===== src/rtl/pipe_stage_elastic_if.sv =====
// ============================================================================
// Module  : pipe_stage_elastic_if
// Brief   : valid/ready payload channel used on both sides of pipe_stage_elastic
// Revision: 1.0
// ============================================================================
`default_nettype none

interface pipe_stage_elastic_if #(
  parameter int DATA_W = 64
);
  logic              valid;
  logic              ready;
  logic [DATA_W-1:0] data;

  modport master (output valid, output data, input ready);
  modport slave  (input valid, input data, output ready);
endinterface

`default_nettype wire


===== src/rtl/pipe_stage_elastic.sv =====
// ============================================================================
// Module  : pipe_stage_elastic
// Brief   : DEPTH-entry elastic pipeline register with stall, flush and bubble
//           insertion. Define PIPE_STAGE_PERF_EN to build the stall/flush counters.
// Revision: 1.0
// ============================================================================
`default_nettype none

module pipe_stage_elastic #(
  parameter int                DATA_W    = 64,
  parameter int                DEPTH     = 2,
  parameter logic [DATA_W-1:0] NOP_VALUE = '0,
  parameter int                CNT_W     = 8
) (
  input  logic                 clock,
  input  logic                 reset,
  input  logic                 flush,
  input  logic                 stall,
  pipe_stage_elastic_if.slave  in_if,
  pipe_stage_elastic_if.master out_if,
  output logic [2:0]           count,
  output logic [CNT_W-1:0]     stall_cnt,
  output logic [CNT_W-1:0]     flush_cnt
);

  localparam int                PTR_W    = (DEPTH > 1) ? $clog2(DEPTH) : 1;
  localparam logic [PTR_W-1:0]  LAST_IDX = PTR_W'(DEPTH - 1);
  localparam logic [2:0]        DEPTH_C  = 3'(DEPTH);

  typedef enum logic [1:0] {
    ST_EMPTY   = 2'd0,
    ST_PARTIAL = 2'd1,
    ST_FULL    = 2'd2
  } state_t;

  state_t            state_q, state_d;
  logic [2:0]        count_q, count_d;
  logic [PTR_W-1:0]  rd_ptr_q, rd_ptr_d;
  logic [PTR_W-1:0]  wr_ptr_q, wr_ptr_d;
  logic              live_q, live_d;
  logic [DATA_W-1:0] mem_q [DEPTH];

  logic in_ready;
  logic out_valid;
  logic push;
  logic pop;

  function automatic logic [PTR_W-1:0] next_ptr(input logic [PTR_W-1:0] p);
    return (p == LAST_IDX) ? '0 : p + 1'b1;
  endfunction

  // live_q keeps in_ready low until the first clock edge after reset release
  always_comb begin
    live_d    = 1'b1;
    in_ready  = live_q & ~stall & ~flush & ((count_q < DEPTH_C) | out_if.ready);
    out_valid = (state_q != ST_EMPTY) & ~flush;
    push      = in_if.valid & in_ready;
    pop       = out_valid & out_if.ready & ~stall;
  end

  assign in_if.ready  = in_ready;
  assign out_if.valid = out_valid;
  assign out_if.data  = out_valid ? mem_q[rd_ptr_q] : NOP_VALUE;
  assign count        = count_q;

  always_comb begin
    state_d  = state_q;
    count_d  = count_q;
    rd_ptr_d = rd_ptr_q;
    wr_ptr_d = wr_ptr_q;
    if (flush) begin
      state_d  = ST_EMPTY;
      count_d  = '0;
      rd_ptr_d = '0;
      wr_ptr_d = '0;
    end else begin
      if (push) wr_ptr_d = next_ptr(wr_ptr_q);
      if (pop)  rd_ptr_d = next_ptr(rd_ptr_q);
      case ({push, pop})
        2'b10:   count_d = count_q + 3'd1;
        2'b01:   count_d = count_q - 3'd1;
        default: count_d = count_q;
      endcase
      if (count_d == 3'd0)         state_d = ST_EMPTY;
      else if (count_d == DEPTH_C) state_d = ST_FULL;
      else                         state_d = ST_PARTIAL;
    end
  end

  always_ff @(posedge clock or negedge reset) begin
    if (!reset) begin
      state_q  <= ST_EMPTY;
      count_q  <= '0;
      rd_ptr_q <= '0;
      wr_ptr_q <= '0;
      live_q   <= 1'b0;
    end else begin
      state_q  <= state_d;
      count_q  <= count_d;
      rd_ptr_q <= rd_ptr_d;
      wr_ptr_q <= wr_ptr_d;
      live_q   <= live_d;
    end
  end

  // Payload storage carries no reset; validity lives in count_q/state_q
  always_ff @(posedge clock) begin
    if (push) mem_q[wr_ptr_q] <= in_if.data;
  end

`ifdef PIPE_STAGE_PERF_EN
  localparam logic [CNT_W-1:0] CNT_MAX = '1;

  logic [CNT_W-1:0] stall_cnt_q, stall_cnt_d;
  logic [CNT_W-1:0] flush_cnt_q, flush_cnt_d;
  logic [CNT_W+2:0] flush_sum;

  always_comb begin
    stall_cnt_d = stall_cnt_q;
    flush_cnt_d = flush_cnt_q;
    flush_sum   = {3'b000, flush_cnt_q} + (CNT_W + 3)'(count_q);
    if (in_if.valid && !in_ready && (stall_cnt_q != CNT_MAX))
      stall_cnt_d = stall_cnt_q + 1'b1;
    if (flush)
      flush_cnt_d = (flush_sum > {3'b000, CNT_MAX}) ? CNT_MAX : flush_sum[CNT_W-1:0];
  end

  always_ff @(posedge clock or negedge reset) begin
    if (!reset) begin
      stall_cnt_q <= '0;
      flush_cnt_q <= '0;
    end else begin
      stall_cnt_q <= stall_cnt_d;
      flush_cnt_q <= flush_cnt_d;
    end
  end

  assign stall_cnt = stall_cnt_q;
  assign flush_cnt = flush_cnt_q;
`else
  assign stall_cnt = '0;
  assign flush_cnt = '0;
`endif

endmodule

`default_nettype wire

===== src/flat_wrapper.sv =====
// flat-port wrapper written by rule: the top's interface ports become plain ports
module pipe_stage_elastic_flat 
#(
  parameter int                DATA_W    = 64,
  parameter int                DEPTH     = 2,
  parameter logic [DATA_W-1:0] NOP_VALUE = '0,
  parameter int                CNT_W     = 8
)
  (clock, reset, flush, stall, count, stall_cnt, flush_cnt, in_if_valid, in_if_data, in_if_ready, out_if_valid, out_if_data, out_if_ready);
  pipe_stage_elastic_if #(.DATA_W(DATA_W)) in_if_i ();
  pipe_stage_elastic_if #(.DATA_W(DATA_W)) out_if_i ();
  input  logic clock;
  input  logic reset;
  input  logic flush;
  input  logic stall;
  output logic [2:0] count;
  output logic [CNT_W-1:0] stall_cnt;
  output logic [CNT_W-1:0] flush_cnt;
  input wire logic [$bits(in_if_i.valid)-1:0] in_if_valid;
  input wire logic [$bits(in_if_i.data)-1:0] in_if_data;
  output wire logic [$bits(in_if_i.ready)-1:0] in_if_ready;
  output wire logic [$bits(out_if_i.valid)-1:0] out_if_valid;
  output wire logic [$bits(out_if_i.data)-1:0] out_if_data;
  input wire logic [$bits(out_if_i.ready)-1:0] out_if_ready;
  assign in_if_i.valid = in_if_valid;
  assign in_if_i.data = in_if_data;
  assign in_if_ready = in_if_i.ready;
  assign out_if_valid = out_if_i.valid;
  assign out_if_data = out_if_i.data;
  assign out_if_i.ready = out_if_ready;
  pipe_stage_elastic #(.DATA_W(DATA_W), .DEPTH(DEPTH), .NOP_VALUE(NOP_VALUE), .CNT_W(CNT_W)) u_core (.clock(clock), .reset(reset), .flush(flush), .stall(stall), .in_if(in_if_i), .out_if(out_if_i), .count(count), .stall_cnt(stall_cnt), .flush_cnt(flush_cnt));
endmodule

===== config.mk =====
export PLATFORM = sky130hd
export DESIGN_NAME = pipe_stage_elastic_flat
export DESIGN_NICKNAME = d
export VERILOG_FILES = /design/src/rtl/pipe_stage_elastic_if.sv /design/src/rtl/pipe_stage_elastic.sv /design/src/flat_wrapper.sv
export SDC_FILE = /design/constraint.sdc
export NUM_CORES = 1
export LEC_CHECK = 0
export BUFFER_PORTS_ARGS = -buffer_cell sky130_fd_sc_hd__buf_2
export CORE_MARGIN = 2
export CORE_UTILIZATION = 48
export CTS_BUF_LIST = sky130_fd_sc_hd__clkbuf_4
export DETAILED_ROUTE_END_ITERATION = 8
export GPL_TIMING_DRIVEN = 1
export PLACE_DENSITY = 0.89
export SKIP_CTS_REPAIR_TIMING = 1
export SYNTH_ARGS = -nofsm -noshare
export SYNTH_HDL_FRONTEND = slang
export SYNTH_SLANG_ARGS = --single-unit
export TNS_END_PERCENT = 30

===== constraint.sdc =====
create_clock -name clock -period 3.7 [get_ports clock]
set_input_delay 0.37 -clock clock [delete_from_list [all_inputs] [get_ports clock]]
set_output_delay 0.37 -clock clock [all_outputs]
set_load 0.01 [all_outputs]

* After elaboration in Yosys (flattened, before gate mapping) *
Memories as Yosys holds them, arrays and structs flattened.
Cells that the tools add are included.

cells by class
  $add $sub $neg = 4
  order comparisons = 1
  eq/ne operators = 3
  muxes and demuxes = 15
  bitwise gates (word level) = 10
  reduce and logical (&&, ||, !) cells = 4

operators by type and width
  operator               count
  $mux W64               1
  $mux W1                8
  $and A1 B1 Y1          7
  $mux W2                3
  $mux W3                2
  $pmux W3 S2            1
  $reduce_bool A2 Y1     3
  $add A3 B1 Y3 const B  1
  $eq A3 B2 Y1 const B   1
  $logic_not A3 Y1       1
  $lt A3 B2 Y1 const B   1
  $sub A3 B1 Y3 const B  1
  $add A1 B1 Y1 const B  2
  $eq A2 B1 Y1 const B   1
  $eq A2 B2 Y1 const B   1
  $not A1 Y1             2
  $or A1 B1 Y1           1

word-level totals
  bits in registers = 8
  memory bits (writable) = 128
  input bits = 70
  output and inout bits = 85
  memories kept = 1

memories
  name          depth  bits a word  read ports  clocked after Yosys merged registers in  write ports  RTL line                  text
  u_core.mem_q  2      64           1           0                                        1            pipe_stage_elastic.sv:41  logic [DATA_W-1:0] mem_q [DEPTH];

* Logic depth before layout (Yosys ltp) *
  word-level depth = 12
  mapped depth = 9
  mapped depth without buffers = 7

* Worst setup path before layout *
OpenSTA, ideal clock, no wires.

  kind = register -> register
  from = register u_core.count_q[2], in the netlist u_core.count[2]
  to = memory u_core.mem_q[0][0] (enable)
  arrival time = 3.482 ns
  required time = 3.213 ns
  slack = -0.269 ns
  stages on the path, launching flop included = 4
  cells stage by stage = dfrtp_1 o21bai_1 nand4_1 nor2_1

between the ends
  cells in the longest elaborated chain, start to end = 6

ends and longest elaborated chain
  element                        RTL line                   text
  from (decl)                    pipe_stage_elastic.sv:37   logic [2:0] count_q, count_d;
  from (signal assigned)         pipe_stage_elastic.sv:99   count_q <= count_d;
  $lt A3 B2 Y1                   pipe_stage_elastic.sv:55   in_ready = live_q & ~stall & ~flush & ((count_q < DEPTH_C) | out_if.ready);
  $or A1 B1 Y1                   pipe_stage_elastic.sv:55
  $and A1 B1 Y1                  pipe_stage_elastic.sv:55
  $and A1 B1 Y1                  pipe_stage_elastic.sv:57   push = in_if.valid & in_ready;
  $mux W1                        pipe_stage_elastic.sv:108  if (push) mem_q[wr_ptr_q] <= in_if.data;
  $mux W1 (implied by the code)  pipe_stage_elastic.sv:108
  to (decl)                      pipe_stage_elastic.sv:41

Every way passes these cells.

* Worst setup path in the final report *
  from = register u_core.rd_ptr_q
  to = output out_if_data[29]

between the ends
  cells in the longest elaborated chain, start to end = 2

ends and longest elaborated chain
  element                 RTL line                   text
  from (decl)             pipe_stage_elastic.sv:38   logic [PTR_W-1:0] rd_ptr_q, rd_ptr_d;
  from (signal assigned)  pipe_stage_elastic.sv:100  rd_ptr_q <= rd_ptr_d;
  $mem_v2 Z2 W64          n/a
  $mux W64                pipe_stage_elastic.sv:63   assign out_if.data = out_valid ? mem_q[rd_ptr_q] : NOP_VALUE;
  to (decl)               flat_wrapper.sv:23         output wire logic [$bits(out_if_i.data)-1:0] out_if_data;

Every way passes these cells.

==> impl_results.md <==
- Post-synth EDFFs: roughly 130
- Synth warnings: 0
- GRT overflow: 0
- Register area share after synthesis: 0.754
- Ys flop type: edfxtp_1
- GRT Util Overall: 0.160
- Pre-CTS WS: roughly 1.3 ns
- Most frequent cells in the layout: 138 x buf_2, 128 x edfxtp_1, 67 x nor2_1
- Vias post-DR: roughly 3300
- Most common cell after layout, fill and taps aside: buf_2
- P&R area growth vs syn: 30.5%
- Antenna Cells: 0
- Total power: approximately 2900 uW
- CTS tree: built
- Final setup viols: 0
- RePlAce Congestion: a little under 0.8
- Final nets: 601
- # rows: 38
- Core ar.: between 10000 and 15000 sq um
- Clock sinks: roughly 140
- Total Routed Length: roughly 10 mm
- Tmin final: between 2 and 3 ns
- Final Core Density: 0.643
- Slew HR: 0.410
- Initial Util: 0.492
- Status: finished, final reports clean
- Hold Crit Class: in2reg
- Share of layout cells above drive strength 1: 0.330
- Max-slew violations: 0
- Total clock buffers created by CTS: 17
- Layout Skew: roughly 0.015 ns
- Wire per inst: between 15 and 20 um
- Static leakage power: between 0.002 and 0.003 uW
- Max-Cap Viols: 0
- Initial DRC count: ~170
- Initial antenna violation count: 0
- Power Dens Cells: 412 nW/um^2
- CP max FO: between 50 and 60
- Die area: about 12000 sq um
- Endpoints failing hold: 0
- Clock network power share: 0.350
- Required time of the critical path: about 3.3 ns
- Switching share of power: 0.217
- Logic pwr share: 0.057
- Die Wd: approximately 110 um
- RSZ-0062 raised after global routing: no
- Syn Std Cell Area: roughly 5400 sq um
- I/O pin total: 155
- Worst setup EP type: output port
- Worst path arrival time: around 2.5 ns
- Switching power: around 630 uW
- Synthesized flop and latch total: ~140
- Period utilization: 0.771
- Internal cell power: 2260 uW
- Netlist cell types: 27
- First-pass GRT wire length: roughly 14 mm
- DRT antenna net count: 0
- Root buf cell: clkbuf_4
- Worst VDD drop: ~0.00027 V
- Vias per std cell: 4.81
- Port Buffers: ~140
- CP Launch Type: register
- Mapped Cells: approximately 330
- Min Hold Slack: about 0.06 ns
- Setup TNS: 0 ns
- Clock Latency Late Sink: ~0.50 ns
- H-tree levels: 4
- Die span in y: 110 um
- DR DRC count: 0
- Clock transition at path regs: between 0.1 and 0.15 ns
- Final worst slack: 0.849 ns
- DP HPWL: 6.12 mm
- Vias in the first global route: roughly 3000
- FMAX: around 350 MHz
- Synth Area per Inst: 16.3 sq um
- First-pass detailed-route iteration total: 4
- Worst R2R Path Depth: 7
- Least-Margin Pin Slew: roughly 0.88 ns
- Worst Path Class, Setup: reg2out
- CTS Buffer Depth: 2
- Hold Path Cell Cnt: 1
- Pin count of the biggest net entering global routing: a little under 70
- Post-synth ARST share: 0.0588
- Flop pwr share: 0.593
-- power groups by stage --
stage                     combinational, uW  clock, uW  sequential (uW)
after floorplan                        65.0          0             1740
after global placement                  112          0             1740
after detailed placement                117          0             1750
after CTS                               118       1030             1710
after global routing                    181       1100             1710
final                                   164       1010             1710
-- layer usage --
metal | track usage | wire length, um
met2 | 0.278 | 5670
met1 | 0.179 | 3990
met4 | 0.0579 | 110
met3 | 0.0628 | 651
met5 | 0 | 0
-- flip-flops by register name (all words and copies together) (netlist names) --
signal,count
u_core.rd_ptr_q,1
u_core.live_q,1
u_core.state_q,2
u_core.wr_ptr_q,1
u_core.mem_q,128
u_core.count,3
-- kinds of logic (layout without fill, tap and decap cells) --
kind of cell,count (synthesis),in the layout,synth area share
adder cells (fa/ha/maj),2,2,0.00607
multiplexers,66,66,0.123
AO/OA/AOI/OAI,9,9,0.0135
flip-flops,136,136,0.754
AND/OR/NAND/NOR,79,79,0.0602
other,2,17,0.00140
XOR/XNOR,1,1,0.00163
buffers and inverters,33,232,0.0397
-- area by class of cell --
type / count / area [sq um]
sequential: 136 / 4050
clock inverter: 15 / 179
inverter: 2 / 7.51
fill: 769 / 3890
multi-input combinational: 174 / 1170
clock buffer: 17 / 128
tap: 140 / 175
timing repair buffer: 198 / 1290
-- final timing paths --
check	startpoint	endpoint	slack, ns
setup / recovery	u_core.rd_ptr_q$_DFFE_PN0P_	out_if_data[29]	0.85
hold / removal	in_if_data[0]	u_core.mem_q[1][0]$_DFFE_PP_	0.06
setup reg to reg	u_core.count[1]$_DFF_PN0_	u_core.state_q[1]$_DFF_PN0_	1.26
hold reg to reg	u_core.wr_ptr_q$_DFFE_PN0P_	u_core.wr_ptr_q$_DFFE_PN0P_	0.56
max in group asynchronous	reset	u_core.rd_ptr_q$_DFFE_PN0P_	3.29
min in group asynchronous	reset	u_core.count[2]$_DFF_PN0_	0.22
-- Yosys cell counts (all sizes together), types with 2 or more instances --
cell      n  share of area
edfxtp  128           0.72
nor2     68          0.048
mux2i    66           0.12
buf      31          0.038
dfrtp     8          0.037
a21oi     2         0.0019
and3      2         0.0023
conb      2         0.0014
inv       2         0.0014
nand2b    2         0.0023
nor2b     2         0.0023
o21ai     2         0.0019
o21bai    2         0.0049
or3       2         0.0023
-- per-stage QoR --
stage / cells / area, sq um
6_report: 682 / 7000
5_1_grt: 682 / 7000
4_1_cts: 627 / 6450
3_5_place_dp: 595 / 6140
3_3_place_gp: 595 / 6140
2_1_floorplan: 343 / 5420
-- critical path: stages, from the launching register on --
cell and delay, ns:
dfrtp_4 1.03, buf_4 0.41, mux2i_1 0.31, nor2_1 0.06, buf_2 0.16
Power figures use the tool's default switching activity.
